==> src/rtl/alu_seq_pkg.sv <==
// Shared opcodes, FSM encodings and flag bit positions for the sequential ALU.
package alu_seq_pkg;
    localparam logic [2:0] OP_ADD = 3'b000;
    localparam logic [2:0] OP_SUB = 3'b001;
    localparam logic [2:0] OP_AND = 3'b010;
    localparam logic [2:0] OP_OR  = 3'b011;
    localparam logic [2:0] OP_XOR = 3'b100;
    localparam logic [2:0] OP_MUL = 3'b101;

    typedef enum logic [1:0] {
        ST_IDLE = 2'd0,
        ST_BUSY = 2'd1,
        ST_DONE = 2'd2
    } state_t;

    localparam int FLAG_CB   = 0;
    localparam int FLAG_ZERO = 1;
    localparam int FLAG_ERR  = 2;
    localparam int FLAG_W    = 3;
endpackage

==> src/rtl/alu_seq_mul.sv <==
// LSB-first shift-add multiplier: one partial product per cycle, one-cycle done pulse
// in the cycle after the last iteration, with the full 2*WIDTH-bit product on o_prod.
module alu_seq_mul #(
    parameter int WIDTH = 16
) (
    input  logic               i_clk,
    input  logic               i_rst,
    input  logic               i_start,
    input  logic [WIDTH-1:0]   i_a,
    input  logic [WIDTH-1:0]   i_b,
    output logic               o_done,
    output logic [2*WIDTH-1:0] o_prod
);
    localparam int CNT_W = $clog2(WIDTH);
    localparam logic [CNT_W-1:0] CNT_LAST = CNT_W'(WIDTH - 1);

    logic [2*WIDTH-1:0] r_mcand;
    logic [2*WIDTH-1:0] r_prod;
    logic [WIDTH-1:0]   r_mplier;
    logic [CNT_W-1:0]   r_cnt;
    logic               r_run;
    logic               r_done;

    always_ff @(posedge i_clk) begin
        if (i_rst) begin
            r_mcand  <= '0;
            r_prod   <= '0;
            r_mplier <= '0;
            r_cnt    <= '0;
            r_run    <= 1'b0;
            r_done   <= 1'b0;
        end else begin
            r_done <= 1'b0;
            if (i_start) begin
                r_mcand  <= {{WIDTH{1'b0}}, i_a};
                r_mplier <= i_b;
                r_prod   <= '0;
                r_cnt    <= '0;
                r_run    <= 1'b1;
            end else if (r_run) begin
                if (r_mplier[0]) r_prod <= r_prod + r_mcand;
                r_mcand  <= r_mcand << 1;
                r_mplier <= r_mplier >> 1;
                r_cnt    <= r_cnt + CNT_W'(1);
                if (r_cnt == CNT_LAST) begin
                    r_run  <= 1'b0;
                    r_done <= 1'b1;
                end
            end
        end
    end

    assign o_done = r_done;
    assign o_prod = r_prod;
endmodule

==> src/rtl/alu_seq_16.sv <==
// Registered valid/ready ALU (ADD/SUB/AND/OR/XOR in one cycle); the multi-cycle MUL
// path, its BUSY state and the multiplier exist only when ALU_SEQ_MUL_EN is defined.
module alu_seq_16 #(
    parameter int WIDTH = 16,
    parameter int OPW   = 3
) (
    input  logic             Clk,
    input  logic             Reset,
    input  logic             InValid,
    output logic             InReady,
    input  logic [OPW-1:0]   Op,
    input  logic [WIDTH-1:0] A,
    input  logic [WIDTH-1:0] B,
    output logic             OutValid,
    input  logic             OutReady,
    output logic [WIDTH-1:0] nBitOut,
    output logic             CB,
    output logic             Zero,
    output logic             Err
);
    import alu_seq_pkg::*;

    state_t              r_state;
    state_t              w_next;
    logic [WIDTH-1:0]    r_res;
    logic [FLAG_W-1:0]   r_flags;
    logic [WIDTH:0]      w_sum;
    logic [WIDTH:0]      w_dif;
    logic [WIDTH-1:0]    w_res;
    logic                w_cb;
    logic                w_err;
    logic                w_accept;

    assign InReady  = (r_state == ST_IDLE);
    assign OutValid = (r_state == ST_DONE);
    assign w_accept = InValid & InReady;

`ifdef ALU_SEQ_MUL_EN
    logic               w_mul;
    logic               w_mul_done;
    logic [2*WIDTH-1:0] w_prod;

    alu_seq_mul #(.WIDTH(WIDTH)) u_mul (
        .i_clk   (Clk),
        .i_rst   (Reset),
        .i_start (w_accept & w_mul),
        .i_a     (A),
        .i_b     (B),
        .o_done  (w_mul_done),
        .o_prod  (w_prod)
    );
`endif

    // Single-cycle ops decode straight from the ports; results land in r_res at accept.
    always_comb begin
        w_sum = {1'b0, A} + {1'b0, B};
        w_dif = {1'b0, A} - {1'b0, B};
        w_res = '0;
        w_cb  = 1'b0;
        w_err = 1'b0;
`ifdef ALU_SEQ_MUL_EN
        w_mul = 1'b0;
`endif
        case (Op)
            OPW'(OP_ADD): begin w_res = w_sum[WIDTH-1:0]; w_cb = w_sum[WIDTH]; end
            OPW'(OP_SUB): begin w_res = w_dif[WIDTH-1:0]; w_cb = w_dif[WIDTH]; end
            OPW'(OP_AND): w_res = A & B;
            OPW'(OP_OR):  w_res = A | B;
            OPW'(OP_XOR): w_res = A ^ B;
`ifdef ALU_SEQ_MUL_EN
            OPW'(OP_MUL): w_mul = 1'b1;
`endif
            default:      w_err = 1'b1;
        endcase
    end

    always_comb begin
        w_next = r_state;
        case (r_state)
            ST_IDLE: begin
`ifdef ALU_SEQ_MUL_EN
                if (InValid) w_next = w_mul ? ST_BUSY : ST_DONE;
`else
                if (InValid) w_next = ST_DONE;
`endif
            end
`ifdef ALU_SEQ_MUL_EN
            ST_BUSY: if (w_mul_done) w_next = ST_DONE;
`endif
            ST_DONE: if (OutReady) w_next = ST_IDLE;
            default: w_next = ST_IDLE;
        endcase
    end

    always_ff @(posedge Clk) begin
        if (Reset) r_state <= ST_IDLE;
        else       r_state <= w_next;
    end

    // Result registers only load on completion, so they hold through any back-pressure.
    always_ff @(posedge Clk) begin
        if (Reset) begin
            r_res   <= '0;
            r_flags <= '0;
`ifdef ALU_SEQ_MUL_EN
        end else if (r_state == ST_BUSY && w_mul_done) begin
            r_res              <= w_prod[WIDTH-1:0];
            r_flags[FLAG_CB]   <= |w_prod[2*WIDTH-1:WIDTH];
            r_flags[FLAG_ZERO] <= (w_prod[WIDTH-1:0] == '0);
            r_flags[FLAG_ERR]  <= 1'b0;
        end else if (w_accept && !w_mul) begin
`else
        end else if (w_accept) begin
`endif
            r_res              <= w_res;
            r_flags[FLAG_CB]   <= w_cb;
            r_flags[FLAG_ZERO] <= (w_res == '0);
            r_flags[FLAG_ERR]  <= w_err;
        end
    end

    assign nBitOut = r_res;
    assign CB      = r_flags[FLAG_CB];
    assign Zero    = r_flags[FLAG_ZERO];
    assign Err     = r_flags[FLAG_ERR];
endmodule

==> config.mk <==
export PLATFORM = sky130hd
export DESIGN_NAME = alu_seq_16
export DESIGN_NICKNAME = d
export VERILOG_FILES = /design/src/rtl/alu_seq_pkg.sv /design/src/rtl/alu_seq_mul.sv /design/src/rtl/alu_seq_16.sv
export SDC_FILE = /design/constraint.sdc
export NUM_CORES = 1
export LEC_CHECK = 0
export BUFFER_PORTS_ARGS = -buffer_cell sky130_fd_sc_hd__buf_2
export CELL_PAD_IN_SITES_DETAIL_PLACEMENT = 2
export CELL_PAD_IN_SITES_GLOBAL_PLACEMENT = 2
export CORE_MARGIN = 2
export CORE_UTILIZATION = 29
export CTS_CLUSTER_DIAMETER = 100
export DETAILED_ROUTE_END_ITERATION = 16
export PLACE_DENSITY = 0.88
export SLEW_MARGIN = 0
export SYNTH_ARGS = -nofsm -noshare
export SYNTH_HDL_FRONTEND = slang
export SYNTH_SLANG_ARGS = --single-unit
==> constraint.sdc <==
create_clock -name Clk -period 2.89 [get_ports Clk]
set_input_delay 0.1445 -clock Clk [delete_from_list [all_inputs] [get_ports Clk]]
set_output_delay 0.1445 -clock Clk [all_outputs]
set_load 0.01 [all_outputs]
==> Word level (Yosys, flattened, before mapping) <==
Index checks and enable logic that the tools add are counted.
Widths: inputs -> output; s select.
{ "totals": {"regBits": 21, "inputBits": 39, "elab_cells": 27} }
{ "op_classes": {"add_sub_neg": 2, "eq_ne": 7, "n_mux": 6, "bitwise": 4, "reduce_logical": 5} }
{ "op_table": {"columns": ["op", "count"], "rows": [
  ["$pmux 16 s5", 1],
  ["$add 16x16->17", 1],
  ["$sub 16x16->17", 1],
  ["$and 16x16->16", 1],
  ["$logic_not 16->1", 1],
  ["$or 16x16->16", 1],
  ["$xor 16x16->16", 1],
  ["$eq 3x2->1 const B", 2],
  ["$reduce_or 5->1", 1],
  ["$mux 2", 2],
  ["$pmux 2 s2", 1],
  ["$eq 3x1->1 const B", 1],
  ["$eq 3x3->1 const B", 1],
  ["$logic_not 3->1", 1],
  ["$eq 2x2->1 const B", 1],
  ["$logic_not 2->1", 1],
  ["$ne 2x1->1 const B", 1],
  ["$ne 2x2->1 const B", 1],
  ["$pmux 1 s2", 1],
  ["$reduce_and 2->1", 1],
  ["$and 1x1->1", 1],
  ["$mux 1", 1]
]} }

==> Longest topological paths before layout <==
Gate-level depths: netlist (run 1).
{ "depth": {"ltp_word": 3, "depth_mapped": 13, "ltp_nobuf": 13} }

==> Worst setup path after synthesis (run 1) <==
Ideal clock, no wire load.
{ "synth_timing": {"kind": "input to register", "from": "input A[0]", "to": "register r_flags[1]", "setup_time_ps": 116, "t_arrival_ps": 2598, "required_time_ps": 2774, "setup_slack_ps": 177, "path_stages": 12, "path_cell_list": "ha_1 > inv_1 > fa_1 > and2b_1 > o2111ai_1 > a21boi_0 > o2111ai_1 > a2111oi_0 > a31oi_1 > o211a_1 > nor4b_2 > a31o_1"} }
{ "synth_between": {"elab_chain_len": 3, "elab_cells_between_ends": 7, "classes_between": "add/sub: 2; mux: 1; bitwise: 3; reduce/logical: 1"} }
{ "synth_lines": {"columns": ["item", "line", "rtl"], "rows": [
  ["start: declaration", "alu_seq_16.sv:12", "input logic [WIDTH-1:0] A,"],
  ["$sub 16x16->17, or another cell as far along", "alu_seq_16.sv:57", "w_dif = {1'b0, A} - {1'b0, B};"],
  ["$pmux 16 s5 (*)", "alu_seq_16.sv:64", "case (Op)"],
  ["$logic_not 16->1 (*)", "alu_seq_16.sv:117", "r_flags[FLAG_ZERO] <= (w_res == '0);"],
  ["end signal: indexed assignment", "alu_seq_16.sv:116", "r_flags[FLAG_CB] <= w_cb;"],
  ["end signal: indexed assignment", "alu_seq_16.sv:117", null],
  ["end signal: indexed assignment", "alu_seq_16.sv:118", "r_flags[FLAG_ERR] <= w_err;"],
  ["end: declaration", "alu_seq_16.sv:26", "logic [FLAG_W-1:0] r_flags;"]
]} }
Every way passes the cells marked *; elsewhere a longest branch is shown, timed or not.
A chain may end at the register's enable or synchronous reset.

==> Final worst setup path (run 1) <==
Same ends and word-level chain as after synthesis.

==> results of run 1 <==
## worst max-delay path: stages
cell and delay, ps:
buf_2 110, inv_1 70, ha_1 180, inv_1 60, fa_1 380, nor2b_2 190
o221ai_1 250, o221ai_1 220, buf_4 190, xor2_1 140, o22ai_1 100, a21oi_1 350
nand4_1 250, nor4b_2 260, a31o_1 160
## metrics by stage
step / util, % / setup TNS (ps) / power [µW] / setup slack (ps)
floorplan: - / 0 / 720 / 177
global placement: 36.3 / -64.3 / 947 / -54.9
detailed placement: 36.3 / -407 / 999 / -216
CTS: 36.9 / 0 / 1280 / 32.6
global route: 37.3 / -71.8 / 1390 / -43.1
finish: 37.3 / 0 / 1320 / 61.0
## per-layer routing
layer,routed length (µm),track usage (%),vias to the layer above
met1,6250,28.7,2027
met2,7320,44.1,146
met4,251,6.24,0
met5,0,0,-
met3,645,2.07,25
li1,-,-,1821
## cells in the final DEF, fill, tap and decap left out, types with 6 or more instances in the layout
master	instances
ha_1	48
a21o_1	6
a211oi_1	22
inv_1	51
nor2b_1	7
buf_4	45
nor3_1	6
o211ai_1	8
nor2_1	58
nand3_1	6
dfxtp_1	20
o21ai_0	23
a21oi_1	33
nand2_1	35
buf_2	59
nand2b_1	8
## synthesized netlist by cell type (6+ instances only)
cell type | count | area share, %
nor2_1 | 58 | 6.7
inv_1 | 51 | 5.9
ha_1 | 48 | 19
nand2_1 | 35 | 4.1
a21oi_1 | 34 | 5.3
a211oi_1 | 23 | 5.3
o21ai_0 | 23 | 3.6
dfxtp_1 | 20 | 12
clkbuf_1 | 16 | 1.9
nand2b_1 | 8 | 1.5
nor2b_1 | 8 | 1.5
o211ai_1 | 8 | 1.9
a21o_1 | 6 | 1.4
nand3_1 | 6 | 0.93
nor3_1 | 6 | 0.93
## final timing paths
| check | start | to | slack, ps |
|---|---|---|---|
| setup / recovery | A[0] | r_flags[1] | 60 |
| hold / removal | OutReady | r_state[1] | 50 |
| setup reg to reg | r_state[1] | r_flags[1] | 920 |
| hold reg to reg | nBitOut[14] | nBitOut[14] | 490 |
## state kept, by name (all words and copies together), names as in the netlist
register	flops
nBitOut	16
r_flags	3
r_state	1
## cell type report
cell class	instances	area, µm²
fillers	1289	6800
multi-input cells	365	2570
repair buffers	104	633
flip-flops and latches	20	400
inverters	52	195
well taps	140	175
clock buffers	3	41.3
clock inverters	1	30.0
## cell families (layout without fill, tap and decap cells)
logic type               count (synthesis)  count (layout)  share of synthesized area [%]
AND/OR/NAND/NOR                        152             152                           22.5
flip-flops                              20              20                           12.4
buffers and inverters                   77             160                           9.25
multiplexers                             2               2                          0.774
XOR/XNOR                                 5               5                           1.36
adder cells (fa/ha/maj)                 50              50                           19.8
AO/OA/AOI/OAI                          156             156                           33.9
## timing repair
item,CTS,global route
buffers inserted,0,1
resized for setup,0,10
endpoints found under the setup margin,0,3
hold buffers,0,0
## where the power goes
part	internal (µW)	switching (µW)	leakage (µW)	total [µW]
Combinational	277	442	0.00173	718
Clock	185	99.5	0.0000357	284
Sequential	298	15.2	0.000165	313
Total	760	556	0.00193	1320
==> flow_metrics.env, run 1 <==
export IMPL_final_cell_area_um2=4050
export IMPL_row_count=38
export IMPL_drc_errors=0
export IMPL_clk_pin_slew_ps=90
export IMPL_worst_slew_pin_transition_ps=636
export IMPL_first_pass_iters=5
export IMPL_vias=4019
export IMPL_cp_end_kind="flip-flop"
export IMPL_die_h_um=110
export IMPL_placed_cells=680
export IMPL_post_dp_cell_area_um2=3930
export IMPL_wire_per_inst_um=21.1
export IMPL_die_area_um2=12000
export IMPL_root_buffer="clkbuf_8"
export IMPL_setup_viol=0
export IMPL_outcome="complete, no violations"
export IMPL_nNetsFinal=635
export IMPL_antenna_found_initial=0
export IMPL_syn_avg_cell_area_um2=7.00
export IMPL_htreeDepth=1
export IMPL_cts_tree="done"
export IMPL_drv_cap=0
export IMPL_drt_first_iter_violations=225
export IMPL_hold_path_class="primary input to flip-flop"
export IMPL_fin_cells=685
export IMPL_routabilityCongestion=0.948
export IMPL_maxSlewViolCount=0
export IMPL_cts_sinks=20
export IMPL_power_density_nw_per_um2=325
export IMPL_yosys_warnings=0
export IMPL_grt_first_pass_wirelength_mm=22.4
export IMPL_port_buffers=59
export IMPL_core_area_um2=10800
export IMPL_clk_path_buf_depth=2
export IMPL_grt_usage_pct=23.6
export IMPL_yosys_most_used_dff="dfxtp_1"
export IMPL_diodes=0
export IMPL_ys_types=71
export IMPL_whs_ps=53.5
export IMPL_grt_max_degree=22
export IMPL_drive_gt1_share_pct=23.1
export IMPL_critPathLaunchType="primary input"
export IMPL_post_drt_via_cell_ratio=5.87
export IMPL_clk_latency_ps=260
export IMPL_cp_required_ps=3110
export IMPL_initial_core_util_pct=29.8
export IMPL_die_x_um=110
export IMPL_final_hold_violation_count=0
export IMPL_area_growth_pct=25.2
export IMPL_fin_crit_sh_pct=97.9
export IMPL_ys_seq_area_share_pct=12.4
export IMPL_peakVddDrop_mv=0.333
export IMPL_dp_hpwl_mm=11.5
export IMPL_holdPathStages=2
export IMPL_pin_count=60
export IMPL_postRouteAntennaNets=0
export IMPL_grt_pass1_vias=4311
export IMPL_min_period_ps=2830
export IMPL_gr_total_overflow=0
export IMPL_synth_cells=462
export IMPL_wirelength_mm=14.5
export IMPL_cts_buffers=3
export IMPL_synthArstFlopShare_pct=0
export IMPL_reg2reg_depth=8
export IMPL_fmax_mhz=353
export IMPL_relSlewSlack_pct=57.4
export IMPL_syn_area_um2=3230
export IMPL_finClkSkew_ps=12.9
export IMPL_crit_fanout=2
export IMPL_synth_edf_count=0
export IMPL_power_leakage_uw=0.00193
export IMPL_syn_nets=551
export IMPL_synth_seq_cells=20
export IMPL_crit_type="primary input to flip-flop"
export IMPL_arrival_ps=3040
(Power assumes the default switching activity.)
==> run 2, diff against run 1 <==
==> constraint.sdc (replaced) <==
create_clock -name Clk -period 2.89 [get_ports Clk]
set_input_delay 0.289 -clock Clk [delete_from_list [all_inputs] [get_ports Clk]]
set_output_delay 0.289 -clock Clk [all_outputs]
set_load 0.01 [all_outputs]
==> run 2 against run 1 <==
Net effect: sequential share of layout area is 0.71 points lower; final cell count up 4.1%; via count rose by 0.87%; the flow now finishes with violations (negative setup slack); fmax fell by 2.2%; clock-buffer cell count rose by 1; combinational power rose by 13%; critical path type unchanged; sequential power barely moved; first-iteration DRC count down 1.3%; utilization rose by 2.9 points.
==> flow_metrics.env, run 2 (synthesis results as in run 1) <==
export IMPL_rr_startpoint="r_state[1]"
export IMPL_clkPwrFrac_pct=16.4
export IMPL_nNetsFinal=663
export IMPL_clk_latency_ps=270
export IMPL_die_h_um=110
export IMPL_path_cells="buf_2, inv_1, buf_4, ha_1, o311a_1, or3_1, a211o_1, mux2_4, nor3_4, o211ai_1, nor4b_2, a31o_1"
export IMPL_die_x_um=110
export IMPL_root_buffer="clkbuf_8"
export IMPL_wire_per_inst_um=21.5
export IMPL_drv_cap=0
export IMPL_tns_ps=-1.79
export IMPL_rsz0062_at_grt="yes"
export IMPL_wirelength_mm=15.4
export IMPL_critPathLaunch="B[1]"
export IMPL_die_area_um2=12000
export IMPL_critPathSlowestCell="o311a_1"
export IMPL_cp_end_kind="flip-flop"
export IMPL_max_stage_delay_ps=380
export IMPL_cts_sinks=20
export IMPL_grt_pass1_vias=4548
export IMPL_internal_power_uw=748
export IMPL_critPathLaunchType="primary input"
export IMPL_area_growth_pct=34.8
export IMPL_power_density_nw_per_um2=308
export IMPL_power_leakage_uw=0.00207
export IMPL_first_pass_iters=4
export IMPL_violations="negative setup slack"
export IMPL_drive_gt1_share_pct=29.7
export IMPL_fin_ws_ps=-1.79
export IMPL_diodes=0
export IMPL_core_area_um2=10800
export IMPL_dp_hpwl_mm=12.4
export IMPL_crit_type="primary input to flip-flop"
export IMPL_min_period_ps=2890
export IMPL_post_dp_cell_area_um2=4130
export IMPL_crit_cells=12
export IMPL_placed_cells=707
export IMPL_ff2ff_setup_slack_ps=900
export IMPL_cp_endpoint="r_flags[1]"
export IMPL_post_drt_via_cell_ratio=5.69
export IMPL_vias=4054
export IMPL_arrival_ps=3110
export IMPL_relSlewSlack_pct=44.7
export IMPL_setup_viol=1
export IMPL_path_buf_inv=3
export IMPL_clk_pin_slew_ps=70
export IMPL_antenna_found_initial=0
export IMPL_postRouteAntennaNets=0
export IMPL_drc_errors=0
export IMPL_routabilityCongestion=0.978
export IMPL_gr_total_overflow=0
export IMPL_finClkSkew_ps=1.19
export IMPL_htreeDepth=1
export IMPL_final_hold_violation_count=0
export IMPL_peakVddDrop_mv=0.207
export IMPL_cp_required_ps=3110
export IMPL_hold_path_class="primary input to flip-flop"
export IMPL_switching_power_uw=594
export IMPL_grt_first_pass_wirelength_mm=23.9
export IMPL_layout_common_cells="buf_4, buf_2, nor2_1"
export IMPL_seq_power_share_pct=23.2
export IMPL_drt_first_iter_violations=222
export IMPL_rr_endpoint="r_flags[1]"
export IMPL_fin_cells=713
export IMPL_layout_commonest_cell="buf_4"
export IMPL_clk_path_buf_depth=2
export IMPL_row_count=38
export IMPL_grt_max_degree=22
export IMPL_whs_ps=199
export IMPL_largest_reg_flops=16
export IMPL_pin_count=60
export IMPL_final_cell_area_um2=4360
export IMPL_crit_fanout=4
export IMPL_path_delay_family="compound AO/OA/AOI/OAI gates"
export IMPL_port_buffers=59
export IMPL_worst_slew_pin_transition_ps=816
export IMPL_initial_core_util_pct=29.8
export IMPL_fin_crit_sh_pct=100
export IMPL_cts_buffers=3
export IMPL_outcome="finished with violations"
export IMPL_cts_tree="done"
export IMPL_num_fill_cells=1262
export IMPL_maxSlewViolCount=0
export IMPL_reg2reg_depth=8
export IMPL_swShare_pct=44.3
export IMPL_fmax_mhz=346
export IMPL_pwr_share_comb_pct=60.3
export IMPL_grt_usage_pct=25.4
## run 2: area by class of cell
type,count,area (µm²),share of cell area (%)
Tap cell,140,175,4.02
Multi-Input combinational cell,365,2690,61.7
Sequential cell,20,400,9.19
Clock buffer,4,55.1,1.26
Inverter,52,195,4.48
Timing Repair Buffer,132,843,19.4
## run 2: worst min-delay path by stage
stage               start  slack [ps]    endpoint  cells past startpoint
4_1_cts          OutReady         200  r_state[1]                      2
6_report         OutReady         200  r_state[1]                      2
2_1_floorplan    OutReady         390  r_state[1]                      1
5_1_grt          OutReady         200  r_state[1]                      2
3_3_place_gp   r_flags[2]         440  r_flags[2]                      2
3_5_place_dp   r_flags[2]         470  r_flags[2]                      2
## run 2: power by group through the flow
stage / Combinational [µW] / Clock [µW] / Sequential (µW)
final: 810 / 221 / 312
after global routing: 873 / 234 / 315
after CTS: 767 / 223 / 312
after detailed placement: 745 / 0 / 319
after global placement: 679 / 0 / 316
after floorplan: 393 / 0 / 326
## run 2: metal layers
layer	wire length, µm	global-route usage, %	vias to the layer above
li1	-	-	1879
met1	6500	29.9	1988
met2	7700	46.8	147
met3	672	2.37	40
met4	492	10.1	0
met5	0	0	-
## run 2: metrics by stage
stage               worst slack (ps)  utilization [%]  total power (µW)
floorplan                       32.4                -               720
detailed placement              -854             38.1              1060
global route                    -124             40.2              1420
finish                         -1.79             40.2              1340
global placement                -197             38.1               994
CTS                             12.2             39.2              1300
## run 2: what timing repair did
action	in CTS	in global routing
hold buffers	0	0
gates resized for setup	14	16
gates cloned	0	0
pin swaps	4	5
buffers inserted	0	2
endpoints found under the setup margin	5	6
endpoints found under the hold margin	0	0
==> run 3, diff against run 2 <==
ABC_AREA = 1   (was not set)
CORE_UTILIZATION = 26   (was 29)
PLACE_DENSITY = 0.86   (was 0.88)
==> run 3 against run 2 <==
Net effect: die area is 18% higher; global-route usage fell by 6.5 points; final cell count rose by 16%; sequential share of layout area rose by 0.95 points; the flow now finishes without violations; register-to-register slack better by 210 ps; clock skew increased by 2.0 ps; combinational power down 22%; critical path type unchanged; power shrank 5.9%; clock power is 44% higher; via count is 1.4% lower.
==> flow_metrics.env, run 3 <==
export IMPL_outcome="complete, no violations"
export IMPL_postRouteAntennaNets=0
export IMPL_worst_slew_pin_transition_ps=441
export IMPL_grt_max_degree=22
export IMPL_clk_pin_slew_ps=50
export IMPL_wirelength_mm=13.2
export IMPL_grt_usage_pct=18.8
export IMPL_pin_count=60
export IMPL_rr_endpoint="r_flags[1]"
export IMPL_netlist_area_leader_share_pct=17.4
export IMPL_ys_top_cells_by_area="ha_1, nand2_1, dfxtp_1"
export IMPL_row_count=42
export IMPL_syn_area_um2=3440
export IMPL_htreeDepth=1
export IMPL_power_leakage_uw=0.00231
export IMPL_grt_first_pass_wirelength_mm=21.9
export IMPL_cpMostUsedCell="nand3_1"
export IMPL_rr_startpoint="r_state[1]"
export IMPL_synth_most_common_cell="nand2_1"
export IMPL_hold_path_end="r_flags[1]"
export IMPL_reg2reg_depth=11
export IMPL_maxSlewViolCount=0
export IMPL_rsz0062_at_grt="no"
export IMPL_drt_first_iter_violations=132
export IMPL_peakVddDrop_mv=0.167
export IMPL_drv_cap=0
export IMPL_fin_cells=829
export IMPL_placed_cells=825
export IMPL_cts_buffers=3
export IMPL_ys_seq_area_share_pct=11.6
export IMPL_postCtsSetupRepairBufs=0
export IMPL_critPathLaunchType="primary input"
export IMPL_ctsHoldBuffers=0
export IMPL_cts_tree="done"
export IMPL_synth_seq_cells=20
export IMPL_min_period_ps=2390
export IMPL_ff2ff_setup_slack_ps=1110
export IMPL_wire_per_inst_um=16.0
export IMPL_ys_types=34
export IMPL_yosys_warnings=0
export IMPL_die_area_um2=14200
export IMPL_antenna_found_initial=0
export IMPL_syn_nets=696
export IMPL_nNetsFinal=743
export IMPL_arrival_ps=2580
export IMPL_synthTopCellsByCount="nand2_1, inv_1, nor2_1"
export IMPL_cp_end_kind="flip-flop"
export IMPL_synthArstFlopShare_pct=0
export IMPL_fin_crit_sh_pct=82.8
export IMPL_dp_hpwl_mm=11.3
export IMPL_layout_common_cells="nand2_1, inv_1, nor2_1"
export IMPL_post_drt_via_cell_ratio=4.82
export IMPL_gr_total_overflow=0
export IMPL_tns_ps=0
export IMPL_largest_reg_flops=16
export IMPL_vias=3996
export IMPL_drc_errors=0
export IMPL_initial_core_util_pct=26.3
export IMPL_min_from="Reset"
export IMPL_crit_fanout=10
export IMPL_setup_viol=0
export IMPL_hold_path_class="primary input to flip-flop"
export IMPL_critPathSlowestCell="ha_1"
export IMPL_max_stage_delay_ps=550
export IMPL_layout_commonest_cell="nand2_1"
export IMPL_area_growth_pct=14.7
export IMPL_die_x_um=119
export IMPL_cts_resized=0
export IMPL_first_pass_iters=4
export IMPL_power_density_nw_per_um2=320
export IMPL_die_h_um=119
export IMPL_final_hold_violation_count=0
export IMPL_finClkSkew_ps=3.18
export IMPL_synth_edf_count=0
export IMPL_fmax_mhz=418
export IMPL_clk_path_buf_depth=2
export IMPL_cp_required_ps=3080
export IMPL_diodes=0
export IMPL_yosys_most_used_dff="dfxtp_1"
export IMPL_synth_top_area_cell="ha_1"
export IMPL_path_cells="buf_2, inv_1, ha_1, inv_1, a21oi_1, nand2_1, a21oi_1, nand3_1, nand3_1, nand3_1, nor2_1, nand2_1, nor2_1, nand3_1, a21oi_1"
export IMPL_core_area_um2=13100
export IMPL_synth_cells=607
export IMPL_port_buffers=59
export IMPL_root_buffer="clkbuf_16"
export IMPL_syn_avg_cell_area_um2=5.67
export IMPL_routabilityCongestion=0.884
export IMPL_holdPathStages=2
export IMPL_clk_latency_ps=260
export IMPL_cts_sinks=20
export IMPL_crit_type="primary input to flip-flop"
export IMPL_grt_pass1_vias=4422
export IMPL_relSlewSlack_pct=70.6
export IMPL_drive_gt1_share_pct=12.7
run 3: cell types whose count changed after synthesis, moves of 4 or more:
cell / before / now
inv_1: 51 / 105
nor2b_1: 8 / 0
nand2b_1: 8 / 0
buf_2: 5 / 9
a31oi_1: 5 / 0
nand2_1: 35 / 151
a21o_1: 6 / 1
inv_2: 0 / 8
o21bai_1: 2 / 6
clkbuf_1: 16 / 5
nand3_1: 6 / 69
nor2_1: 58 / 86
a211oi_1: 23 / 0
o21ai_0: 23 / 18
run 3: where the power goes:
group / switching, µW / internal, µW / total [µW] / leakage (µW)
combinational: 431 / 203 / 633 / 0.00210
sequential: 12.1 / 299 / 311 / 0.000165
clock: 107 / 211 / 318 / 0.0000442
total: 550 / 713 / 1260 / 0.00231
run 3: worst max path at each step:
stage,cells past startpoint,slack [ps],end,startpoint
detailed placement,15,260,r_flags[1],A[9]
global placement,15,380,r_flags[1],A[9]
floorplan,17,930,r_flags[1],A[0]
CTS,15,510,r_flags[1],A[9]
finish,15,500,r_flags[1],A[9]
global route,15,180,r_flags[1],B[9]
run 3: cell families after synthesis:
group,share of synthesized area (%)
compound gates,13.3
xor+xnor,0.254
fa+ha+maj,18.6
buf+inv,15.9
flops,11.6
simple gates,40.3
run 3: area by class of cell:
cell class | count | area, µm²
clock buffer | 4 | 88.8
tap | 176 | 220
inverter | 114 | 428
fill | 1658 | 9130
sequential | 20 | 400
timing repair buffer | 62 | 318
multi-input combinational | 453 | 2500
run 3: worst max-delay path, delay by kind of cell:
family          cells  cell delay [ps]
fa+ha+maj           1              550
compound gates      3              530
simple gates        8              820
buf+inv             3              370
run 3: through the flow:
| step | instance area, µm² | worst slack (ps) | power, µW | hold slack [ps] | util (%) |
|---|---|---|---|---|---|
| after floorplan | 3440 | 933 | 732 | 449 | - |
| after global placement | 3860 | 377 | 915 | 472 | 29.5 |
| after detailed placement | 3860 | 265 | 949 | 487 | 29.5 |
| after CTS | 3950 | 514 | 1280 | 325 | 30.2 |
| after global routing | 3950 | 181 | 1370 | 372 | 30.2 |
| final | 3950 | 496 | 1260 | 325 | 30.2 |
run 3: layer usage:
| layer | part of all wire (%) | global-route usage [%] | routed length [µm] | up-vias |
|---|---|---|---|---|
| met1 | 46 | 23.5 | 6050 | 1927 |
| met5 | 0 | 0 | 0 | - |
| met2 | 51 | 35.5 | 6690 | 66 |
| li1 | - | - | - | 1995 |
| met4 | 0.90 | 3.20 | 119 | 0 |
| met3 | 2.9 | 1.39 | 381 | 8 |
